<file path="src/rtl/mem_port_arbiter_if.sv">
// Request/grant, response and memory-drive signals shared by the fetch and load/store ports.
// The slave modport is the arbiter's view; the master modport is the requester/memory side.
interface mem_port_arbiter_if #(
    parameter int WIDTH  = 8,
    parameter int ADDR_W = 6,
    parameter int SEG_W  = 5
);
    logic              if_req;
    logic [SEG_W-1:0]  if_addr;
    logic              if_gnt;
    logic              if_rvalid;
    logic [WIDTH-1:0]  if_rdata;

    logic              ds_req;
    logic              ds_we;
    logic [SEG_W-1:0]  ds_addr;
    logic [WIDTH-1:0]  ds_wd;
    logic              ds_gnt;
    logic              ds_rvalid;
    logic [WIDTH-1:0]  ds_rdata;

    logic [ADDR_W-1:0] mem_addr;
    logic              mem_we;
    logic [WIDTH-1:0]  mem_wd;
    logic [WIDTH-1:0]  mem_rdata;

    modport slave (
        input  if_req, if_addr, ds_req, ds_we, ds_addr, ds_wd, mem_rdata,
        output if_gnt, if_rvalid, if_rdata, ds_gnt, ds_rvalid, ds_rdata,
               mem_addr, mem_we, mem_wd
    );

    modport master (
        output if_req, if_addr, ds_req, ds_we, ds_addr, ds_wd, mem_rdata,
        input  if_gnt, if_rvalid, if_rdata, ds_gnt, ds_rvalid, ds_rdata,
               mem_addr, mem_we, mem_wd
    );
endinterface

</file>
<file path="src/rtl/mem_port_arbiter.sv">
// Arbitrates fetch and load/store onto one single-ported segmented memory, data first with a starvation bound.
// Grants are same-cycle combinational; read data and rvalid arrive one cycle after the grant; losers hold req.
module mem_port_arbiter #(
    parameter int WIDTH      = 8,
    parameter int ADDR_W     = 6,
    parameter int SEG_W      = 5,
    parameter int DATA_BASE  = 32,
    parameter int MAX_STREAK = 3
) (
    input  logic               clk,
    input  logic               rst_n,
    mem_port_arbiter_if.slave  bus
);

    localparam int STREAK_W = $clog2(MAX_STREAK + 1);
    localparam logic [ADDR_W-1:0]   BASE_ADDR  = ADDR_W'(DATA_BASE);
    localparam logic [STREAK_W-1:0] STREAK_MAX = STREAK_W'(MAX_STREAK);

    typedef enum logic [1:0] {
        ST_IDLE = 2'd0,
        ST_IF   = 2'd1,
        ST_DS   = 2'd2
    } state_t;

    state_t              state;
    state_t              state_nxt;
    logic [STREAK_W-1:0] streak;
    logic                force_if;
    logic                if_gnt;
    logic                ds_gnt;
    logic [SEG_W-1:0]    if_off;
    logic [SEG_W-1:0]    ds_off;
    logic [WIDTH-1:0]    if_rdata_q;
    logic [WIDTH-1:0]    ds_rdata_q;

    assign if_off = bus.if_addr;
    assign ds_off = bus.ds_addr;

    // Grants are gated by rst_n so nothing reaches the memory while reset is held.
    always_comb begin
        force_if  = bus.if_req && (streak == STREAK_MAX);
        ds_gnt    = rst_n && bus.ds_req && !force_if;
        if_gnt    = rst_n && bus.if_req && (!bus.ds_req || force_if);
        state_nxt = ST_IDLE;
        if (if_gnt) begin
            state_nxt = ST_IF;
        end else if (ds_gnt) begin
            state_nxt = ST_DS;
        end
    end

    always_comb begin
        bus.mem_addr = '0;
        bus.mem_we   = 1'b0;
        bus.mem_wd   = '0;
        if (ds_gnt) begin
            // Addition wraps modulo the memory size.
            bus.mem_addr = BASE_ADDR + ADDR_W'(ds_off);
            bus.mem_we   = bus.ds_we;
            bus.mem_wd   = bus.ds_wd;
        end else if (if_gnt) begin
            bus.mem_addr = ADDR_W'(if_off);
        end
    end

    always_ff @(posedge clk or negedge rst_n) begin
        if (!rst_n) begin
            state <= ST_IDLE;
        end else begin
            state <= state_nxt;
        end
    end

    always_ff @(posedge clk or negedge rst_n) begin
        if (!rst_n) begin
            streak <= '0;
        end else if (!bus.if_req || if_gnt) begin
            streak <= '0;
        end else if (ds_gnt && (streak != STREAK_MAX)) begin
            streak <= streak + 1'b1;
        end
    end

    // Stores acknowledge via ds_rvalid but leave the load data register untouched.
    always_ff @(posedge clk or negedge rst_n) begin
        if (!rst_n) begin
            if_rdata_q <= '0;
            ds_rdata_q <= '0;
        end else begin
            if (if_gnt) begin
                if_rdata_q <= bus.mem_rdata;
            end
            if (ds_gnt && !bus.ds_we) begin
                ds_rdata_q <= bus.mem_rdata;
            end
        end
    end

    assign bus.if_gnt    = if_gnt;
    assign bus.ds_gnt    = ds_gnt;
    assign bus.if_rvalid = (state == ST_IF);
    assign bus.ds_rvalid = (state == ST_DS);
    assign bus.if_rdata  = if_rdata_q;
    assign bus.ds_rdata  = ds_rdata_q;

endmodule

</file>
<file path="src/flat_wrapper.sv">
// flat-port wrapper written by rule: the top's interface ports become plain ports
module mem_port_arbiter_flat 
#(
    parameter int WIDTH      = 8,
    parameter int ADDR_W     = 6,
    parameter int SEG_W      = 5,
    parameter int DATA_BASE  = 32,
    parameter int MAX_STREAK = 3
)
  (clk, rst_n, bus_if_req, bus_if_addr, bus_ds_req, bus_ds_we, bus_ds_addr, bus_ds_wd, bus_mem_rdata, bus_if_gnt, bus_if_rvalid, bus_if_rdata, bus_ds_gnt, bus_ds_rvalid, bus_ds_rdata, bus_mem_addr, bus_mem_we, bus_mem_wd);
  mem_port_arbiter_if #(.WIDTH(WIDTH), .ADDR_W(ADDR_W), .SEG_W(SEG_W)) bus_i ();
  input  logic clk;
  input  logic rst_n;
  input wire logic [$bits(bus_i.if_req)-1:0] bus_if_req;
  input wire logic [$bits(bus_i.if_addr)-1:0] bus_if_addr;
  input wire logic [$bits(bus_i.ds_req)-1:0] bus_ds_req;
  input wire logic [$bits(bus_i.ds_we)-1:0] bus_ds_we;
  input wire logic [$bits(bus_i.ds_addr)-1:0] bus_ds_addr;
  input wire logic [$bits(bus_i.ds_wd)-1:0] bus_ds_wd;
  input wire logic [$bits(bus_i.mem_rdata)-1:0] bus_mem_rdata;
  output wire logic [$bits(bus_i.if_gnt)-1:0] bus_if_gnt;
  output wire logic [$bits(bus_i.if_rvalid)-1:0] bus_if_rvalid;
  output wire logic [$bits(bus_i.if_rdata)-1:0] bus_if_rdata;
  output wire logic [$bits(bus_i.ds_gnt)-1:0] bus_ds_gnt;
  output wire logic [$bits(bus_i.ds_rvalid)-1:0] bus_ds_rvalid;
  output wire logic [$bits(bus_i.ds_rdata)-1:0] bus_ds_rdata;
  output wire logic [$bits(bus_i.mem_addr)-1:0] bus_mem_addr;
  output wire logic [$bits(bus_i.mem_we)-1:0] bus_mem_we;
  output wire logic [$bits(bus_i.mem_wd)-1:0] bus_mem_wd;
  assign bus_i.if_req = bus_if_req;
  assign bus_i.if_addr = bus_if_addr;
  assign bus_i.ds_req = bus_ds_req;
  assign bus_i.ds_we = bus_ds_we;
  assign bus_i.ds_addr = bus_ds_addr;
  assign bus_i.ds_wd = bus_ds_wd;
  assign bus_i.mem_rdata = bus_mem_rdata;
  assign bus_if_gnt = bus_i.if_gnt;
  assign bus_if_rvalid = bus_i.if_rvalid;
  assign bus_if_rdata = bus_i.if_rdata;
  assign bus_ds_gnt = bus_i.ds_gnt;
  assign bus_ds_rvalid = bus_i.ds_rvalid;
  assign bus_ds_rdata = bus_i.ds_rdata;
  assign bus_mem_addr = bus_i.mem_addr;
  assign bus_mem_we = bus_i.mem_we;
  assign bus_mem_wd = bus_i.mem_wd;
  mem_port_arbiter #(.WIDTH(WIDTH), .ADDR_W(ADDR_W), .SEG_W(SEG_W), .DATA_BASE(DATA_BASE), .MAX_STREAK(MAX_STREAK)) u_core (.clk(clk), .rst_n(rst_n), .bus(bus_i));
endmodule
</file>
<file path="config.mk">
export PLATFORM = sky130hd
export DESIGN_NAME = mem_port_arbiter_flat
export DESIGN_NICKNAME = d
export VERILOG_FILES = /design/src/rtl/mem_port_arbiter_if.sv /design/src/rtl/mem_port_arbiter.sv /design/src/flat_wrapper.sv
export SDC_FILE = /design/constraint.sdc
export NUM_CORES = 1
export LEC_CHECK = 0
export ABC_AREA = 0
export CAP_MARGIN = 30
export CORE_MARGIN = 8
export CORE_UTILIZATION = 35
export CTS_CLUSTER_DIAMETER = 60
export DETAILED_ROUTE_END_ITERATION = 8
export HOLD_SLACK_MARGIN = 0.02
export PLACE_DENSITY = 0.88
export SYNTH_ARGS = -nofsm -noshare
export SYNTH_HDL_FRONTEND = slang
export SYNTH_SLANG_ARGS = --single-unit
</file>
<file path="constraint.sdc">
create_clock -name clk -period 2.2 [get_ports clk]
set_input_delay 0.44 -clock clk [delete_from_list [all_inputs] [get_ports clk]]
set_output_delay 0.44 -clock clk [all_outputs]
set_load 0.1 [all_outputs]
</file>
==> After elaboration in Yosys (flattened, before gate mapping) <==
Index checks and enable logic that the tools add are counted.
{ "op_classes": {"add_sub_neg": 2, "n_mul": 0, "n_div": 0, "n_lt_le_gt_ge": 0, "eq_ne": 4, "shifts": 0, "muxes": 8, "bitwise_logic": 0, "reduce_logical": 14} }
{ "ops": {"columns": ["op", "n"], "rows": [
  ["two-way mux 2 bit", 4],
  ["two-way mux 8 bit", 1],
  ["logical AND 1 bit", 7],
  ["adder 6 x 5 -> 6 bit (first input constant)", 1],
  ["two-way mux 6 bit", 1],
  ["two-way mux 5 bit", 1],
  ["equality test 2 bit (second input constant)", 2],
  ["logical NOT 1 bit", 4],
  ["adder 2 x 1 -> 2 bit (second input constant)", 1],
  ["equality test 2 x 1 -> 1 bit (second input constant)", 1],
  ["logical OR 1 bit", 2],
  ["!= test 2 bit (second input constant)", 1],
  ["nonzero test 2 bit", 1],
  ["two-way mux 1 bit", 1]
]} }
{ "totals": {"ff_bits": 20, "latchBits": 0, "ramBits": 0, "mem_bits_ro": 0, "inputBits": 31, "output_inout_bits": 35, "word_cells": 32, "n_memories": 0} }

==> Longest topological paths before layout <==
Gate-level depths: netlist of the first run.
{ "logic_depth": {"depth_word": 7, "depth_mapped": 6, "mapped_depth_nobuf": 4} }

==> Worst setup path before layout of the first run <==
OpenSTA, ideal clock, no wires.
{ "synth_path": {"path_type": "reg2out", "from": "register u_core.streak[0]", "to": "output bus_mem_wd[0]", "arrival_ps": 2334, "t_required_ps": 1760, "slack_ps": -574, "stages_incl_launch_ff": 5, "path_buffers": 1, "path_cell_list": "dfrtp_1 ha_1 a21oi_1 buf_2 and2_1"} }
{ "synth_between": {"elab_chain_len": 5} }
{ "synth_lines": {"columns": ["element", "line", "source"], "rows": [
  ["start: declaration", "mem_port_arbiter.sv:27", "logic [STREAK_W-1:0] streak;"],
  ["start signal: assignment", "mem_port_arbiter.sv:80", "streak <= streak + 1'b1;"],
  ["equality test 2 bit", "mem_port_arbiter.sv:41", "force_if = bus.if_req && (streak == STREAK_MAX);"],
  ["logical AND 1 bit", "mem_port_arbiter.sv:41", null],
  ["logical NOT 1 bit", "mem_port_arbiter.sv:42", "ds_gnt = rst_n && bus.ds_req && !force_if;"],
  ["logical AND 1 bit", "mem_port_arbiter.sv:42", null],
  ["net bus_ds_gnt", "flat_wrapper.sv:24", "output wire logic [$bits(bus_i.ds_gnt)-1:0] bus_ds_gnt;"],
  ["two-way mux 8 bit", "mem_port_arbiter.sv:56", "if (ds_gnt) begin"],
  ["end: declaration", "flat_wrapper.sv:29", "output wire logic [$bits(bus_i.mem_wd)-1:0] bus_mem_wd;"]
]} }
The timed path passes the listed nets, and every way through them passes these cells.

==> Worst setup path after layout of the first run <==
{ "layout_path": {"from": "register u_core.streak[1]", "to": "output bus_mem_addr[1]"} }
{ "layout_between": {"elab_chain_len": 6, "elab_cells_between_ends": 8, "classes_between": "1 x eq/ne; 2 x mux; 5 x reduce/logical"} }
{ "layout_lines": {"columns": ["element", "line", "source"], "rows": [
  ["equality test 2 bit *", "mem_port_arbiter.sv:41", null],
  ["logical AND 1 bit *", "mem_port_arbiter.sv:41", null],
  ["logical OR 1 bit", "mem_port_arbiter.sv:43", "if_gnt = rst_n && bus.if_req && (!bus.ds_req || force_if);"],
  ["logical AND 1 bit", "mem_port_arbiter.sv:43", null],
  ["two-way mux 5 bit", "mem_port_arbiter.sv:61", "end else if (if_gnt) begin"],
  ["two-way mux 6 bit *", "mem_port_arbiter.sv:56", null],
  ["end: declaration", "flat_wrapper.sv:27", "output wire logic [$bits(bus_i.mem_addr)-1:0] bus_mem_addr;"]
]} }
Every way passes the cells marked *; elsewhere a longest branch is shown, timed or not.

==> metrics.txt, run 1 <==
largest net degree at the start of global routing 17; Fin. Hold Viols 0; Worst-Margin Slew 0.2868 ns; gr usage total 0.1289; Async S/R FF share, synth 1.000; reg2reg setup slack 0.55 ns; GRT overflow 0; Worst Reg-to-Reg Cells 5; via density per instance 4.886; die footprint 0.004678 sq mm; RR Endpoint u_core.bus.if_rdata[2]; worst rel slew slack 0.8104; Sw Pwr 0.7844 mW; Final Wtd Congestion 0.8033; Max Fclk 467.9 MHz; post-detail-place hpwl 2.585 mm; number of remaining DRC errors 0; Avg Cell Area, Syn 13.93 sq um; max-slew violation count 0; fraction of the mapped netlist area in compound gates 0.09896; Post-Syn Area 960.9 sq um; Synth area leaders dfrtp_1 (52%), mux2_2 (14%), mux2_4 (6.3%); Synth-to-Final Area Change 99.22%; crit path DAT 1.70 ns; post-synthesis mux area share 0.2031; Hold Buf Count CTS 0; Synth Area in XOR/XNOR 0; TritonCTS clock tree yes; Finished Layout Cells 176; ANT nets after route 0; Crit. End Element output port; clk_skew 0.006433 ns; leading area contributor after synthesis dfrtp_1; Clock Power Share 0.181; 1st-iter DRT viols 28; Critical Path RT 1.76 ns; Die Span X 68.40 um; type of the worst setup path reg2out; clock slew at reported path FFs 0.12 ns; Mapped Nets 101; sw frac 0.4758; Pwr per Cell Area 861.1 mW/mm^2; Initial Utilization 0.3577; crit-path max FO 7; post-placement setup slack -0.03103 ns; Critical Path Sink bus_mem_addr[1]; fraction of layout cells with a size suffix above 1 0.5793; Tcrit/Tclk final 0.9715; simple-gate portion of the synthesized area 0.1185; Skew-Pair Late Insertion Delay 0.30 ns; clock tree buffer depth 2; # setup viols final 0; port bufs 65; diode count 0; row cnt 19; initial antenna violation count 0; Finished Cell Area 0.001914 sq mm; Yosys cell types 20; final worst-path setup slack 0.06276 ns; Fin Hold WS 0.1245 ns; first-pass GRT wire length 4.602 mm; Nets 178; RSZ-0062 raised after global routing false; CTS H-tree lvls 1; HP Class in2async; outcome completed; Internal Power 0.8641 mW; Util after Layout 0.7126; core footprint 0.002686 sq mm; Peak VDD IR 0.0009108 V; number of global-route vias before repair 945; Seq pwr share 0.278; crit path launch u_core.streak[1]; largest family of logic cells by synthesized area multiplexers; Post-Route WL 3.106 mm; RR Startpoint u_core.streak[1]; via count 860; clock net sink count 20; root buf cell clkbuf_4; Worst Setup Start Kind flop; cells after synthesis 69; Layout fillers 185; total CTS buffers 3; Syn. warnings 0; Post-Place Cells 170; drt pass-1 iters 3; die height 68.40 um; number of flops mapped to enable cells by yosys 0; Yosys reg bits 20; min Tclk post-route 2.137 ns; Routed WL per cell 17.65 um; leakage 0.8728 nW; top post-synthesis cells by count dfrtp_1 (20), mux2_2 (12), and2_1 (9), a22o_2 (5), mux2_4 (4); sequential-to-total area share from yosys stat 0.5208; maxcap violations 0; Combinational Power Share 0.541; ys flop type dfrtp_1; Synth top area share 0.5208; area of placed instances 0.001810 sq mm; Adder-Cell Fraction of Synth Area 0.01302; I/O pin count 66; most frequent cell after synthesis dfrtp_1
==> repair_timing <==
action / 4_1_cts / 5_1_grt
setup endpoints to repair: 15 / 14
pin swaps: 0 / 2
setup buffers: 1 / 0
gates cloned: 1 / 0
resized for setup: 7 / 4
==> worst min-delay path by stage <==
stage,slack (ns),cells after the start,endpoint
after floorplan,0.14,0,u_core.bus.ds_rdata[0]
after global placement,0.49,1,u_core.bus.if_rdata[2]
after detailed placement,0.50,1,u_core.bus.ds_rdata[5]
after CTS,0.48,2,u_core.state[1]
after global routing,0.13,2,u_core.state[1]
final,0.12,2,u_core.state[1]
==> critical path: stages (launching register included) <==
cell and delay, ns:
dfrtp_1 0.43, ha_4 0.20, nand2b_1 0.16, and3_4 0.22
a22o_2 0.23, buf_12 0.17
==> area by class of cell <==
type / count / area [sq um] / share of cell area
clock buffers: 3 / 22.52 / 0.01176
clock inverters: 1 / 30.03 / 0.01569
multi-input cells: 45 / 449.2 / 0.2346
flip-flops and latches: 20 / 500.5 / 0.2614
well taps: 31 / 38.79 / 0.02026
repair buffers: 76 / 873.3 / 0.4562
==> layer usage <==
layer,up-vias,part of all wire,track usage
met5,-,0,0
li1,394,-,-
met4,0,0,0.02302
met2,58,0.45,0.2253
met1,408,0.40,0.1467
met3,0,0.15,0.04910
==> sequential cells by signal (all words and copies together), names as in the netlist <==
| signal | flops |
|---|---|
| u_core.streak | 2 |
| u_core.bus.ds_rdata | 8 |
| u_core.state | 2 |
| u_core.bus.if_rdata | 8 |
==> through the flow <==
step	power [mW]	setup TNS, ns
after floorplan	1.093	-1.073
after global placement	1.345	0
after detailed placement	1.358	-0.2601
after CTS	1.663	0
after global routing	1.703	0
final	1.648	0
==> cell families after synthesis <==
logic type / after synthesis
AOI/OAI and AO/OA: 10
adders and majority gates: 1
DFF: 20
and+or+nand+nor: 18
muxes: 16
buffers and inverters: 4
==> power groups by stage <==
stage | Combinational [mW] | Clock [mW] | Sequential, mW
after floorplan | 0.219 | 0 | 0.874
after global placement | 0.884 | 0 | 0.461
after detailed placement | 0.892 | 0 | 0.466
after CTS | 0.899 | 0.306 | 0.459
after global routing | 0.917 | 0.320 | 0.466
final | 0.892 | 0.298 | 0.459
==> layout by cell type, fill, tap and decap left out, types with 2 or more instances in the layout <==
| cell | n |
|---|---|
| a22o_2 | 5 |
| and2_2 | 9 |
| buf_12 | 17 |
| buf_4 | 27 |
| buf_6 | 2 |
| clkbuf_4 | 3 |
| clkdlybuf4s50_1 | 27 |
| dfrtp_1 | 20 |
| dlymetal6s2s_1 | 3 |
| mux2_2 | 12 |
| mux2_4 | 4 |
| nand2b_1 | 2 |
| nor2b_1 | 3 |
No activity file was read; power rests on OpenSTA's default activity.
==> inputs of run 2 (changes only) <==
- CORE_UTILIZATION: 35 -> 31
- PLACE_DENSITY: 0.88 -> 0.83
- clock period: 2.2 -> 1.85 ns (I/O delays scaled with it)
==> run 2 against run 1 <==
  * The flow now finishes with violations (setup timing)
  * First-iteration DRC count is 29% lower
  * Die area is 9.8% higher
  * Via count is 5.6% higher
  * Clock skew is 0.0089 ns higher
  * Core utilization is 5.2 points higher
  * Register-to-register slack worse by 0.47 ns
  * Total power is 35% higher
  * Global-route usage hardly changed
  * Combinational power is 45% higher
  * Wire length is 26% higher
  * Sequential share of layout area is 4.3 points lower
  * Design area is 20% higher
  * Largest power group unchanged
==> metrics.txt, run 2 (synthesis results as in run 1) <==
outcome finished with violations; failing checks setup timing; drt pass-1 iters 3; diode count 0; Nets 186; Final Wtd Congestion 0.7427; number of remaining DRC errors 0; Pwr per Cell Area 968.1 mW/mm^2; GRT overflow 0; Post-Route WL 3.924 mm; Internal Power 1.230 mW; Sw Pwr 0.9916 mW; worst rel slew slack 0.8161; Fin. Hold Viols 0; clock net sink count 20; sw frac 0.4463; via density per instance 4.882; Fin Hold WS 0.3171 ns; Skew-Pair Late Insertion Delay 0.29 ns; Max Fclk 495.3 MHz; Clock Power Share 0.155; Finished Layout Cells 186; min Tclk post-route 2.019 ns; Combinational Power Share 0.581; maxcap violations 0; Initial Utilization 0.3200; RSZ-0062 raised after global routing true; HP Class in2async; crit-path max FO 6; row cnt 20; Die Span X 71.68 um; # setup viols final 17; Layout fillers 181; clk_skew 0.01533 ns; largest net degree at the start of global routing 25; TritonCTS clock tree yes; leakage 1.019 nW; die height 71.68 um; post-detail-place hpwl 2.596 mm; root buf cell clkbuf_4; area of the multi-input gates 513.0 sq um; Seq pwr share 0.264; fraction of layout cells with a size suffix above 1 0.6078; total CTS buffers 3; CTS H-tree lvls 1; Peak VDD IR 0.0005985 V; port bufs 65; via count 908; Tcrit/Tclk final 1.091; clock slew at reported path FFs 0.12 ns; Worst Setup Start Kind flop; final worst-path setup slack -0.1689 ns; 1st-iter DRT viols 20; Synth-to-Final Area Change 138.8%; clock tree buffer depth 2; Crit. End Element output port; most common cell after layout, fill and taps aside buf_12; Fin Setup TNS -1.753 ns; crit path DAT 1.65 ns; total area of sequential cells 500.5 sq um; gr usage total 0.1285; Routed WL per cell 21.10 um; die footprint 0.005137 sq mm; type of the worst setup path reg2out; max-slew violation count 0; ANT nets after route 0; leading cell types in the layout, fill and taps excluded buf_12 (36), clkdlybuf4s50_1 (27), dfrtp_1 (20); Tot Pwr 2.222 mW; I/O pin count 66; first-pass GRT wire length 5.161 mm; Post-Place Cells 174; number of global-route vias before repair 952; core footprint 0.003003 sq mm; initial antenna violation count 0; Worst-Margin Slew 0.2759 ns; Critical Path RT 1.48 ns
-- run 2: routing by layer --
layer | global-route usage | routed length, um
met5 | 0 | 0
met4 | 0.03401 | 15
met3 | 0.04603 | 324
met2 | 0.2176 | 1947
met1 | 0.1488 | 1636
-- run 2: what timing repair did --
| item | in CTS | in global routing |
|---|---|---|
| setup endpoints to repair | 17 | 17 |
| endpoints found under the hold margin | 0 | 0 |
| hold buffers | 0 | 0 |
| buffers inserted | 6 | 1 |
| pin swaps | 2 | 8 |
| gates cloned | 1 | 0 |
| resized for setup | 7 | 8 |
-- run 2: final cells by class --
cell class | instances | area share
timing repair buffer | 84 | 0.5174
multi-input combinational | 45 | 0.2236
sequential | 20 | 0.2181
tap | 33 | 0.01799
clock inverter | 1 | 0.01309
clock buffer | 3 | 0.009815
-- run 2: power groups by stage --
stage	Combinational (mW)	Clock, mW	Sequential (mW)
final	1.29	0.344	0.587
after global routing	1.32	0.369	0.596
after CTS	1.28	0.349	0.582
after detailed placement	1.26	0	0.592
after global placement	1.25	0	0.588
after floorplan	0.270	0	1.04
-- run 2: path summary, 6_finish.rpt --
path                                        start                     end  slack (ns)  cells after the start
max in group asynchronous                   rst_n  u_core.bus.if_rdata[5]        1.30                      3
hold / removal                              rst_n         u_core.state[0]        0.32                      3
setup reg to reg                 u_core.streak[0]  u_core.bus.if_rdata[3]        0.08                      6
setup / recovery                 u_core.streak[0]         bus_mem_addr[2]       -0.17                      5
hold reg to reg            u_core.bus.if_rdata[4]  u_core.bus.if_rdata[4]        0.59                      1
min in group clk                       bus_if_req         u_core.state[1]        0.56                      3
-- run 2: worst max-delay path: stages (launching register included) --
cell,delay (ns)
dfrtp_1,0.44
ha_4,0.20
nand2b_4,0.14
and3_4,0.19
a22o_4,0.23
buf_12,0.16
-- run 2: stage by stage --
stage / worst slack [ns] / utilization / cell area [sq um]
5_1_grt: -0.2214 / 0.7642 / 2295
4_1_cts: -0.1333 / 0.7471 / 2243
3_3_place_gp: -0.1892 / 0.7067 / 2122
2_1_floorplan: -0.2129 / - / 1022
6_report: -0.1689 / 0.7642 / 2295
3_5_place_dp: -0.2106 / 0.7067 / 2122
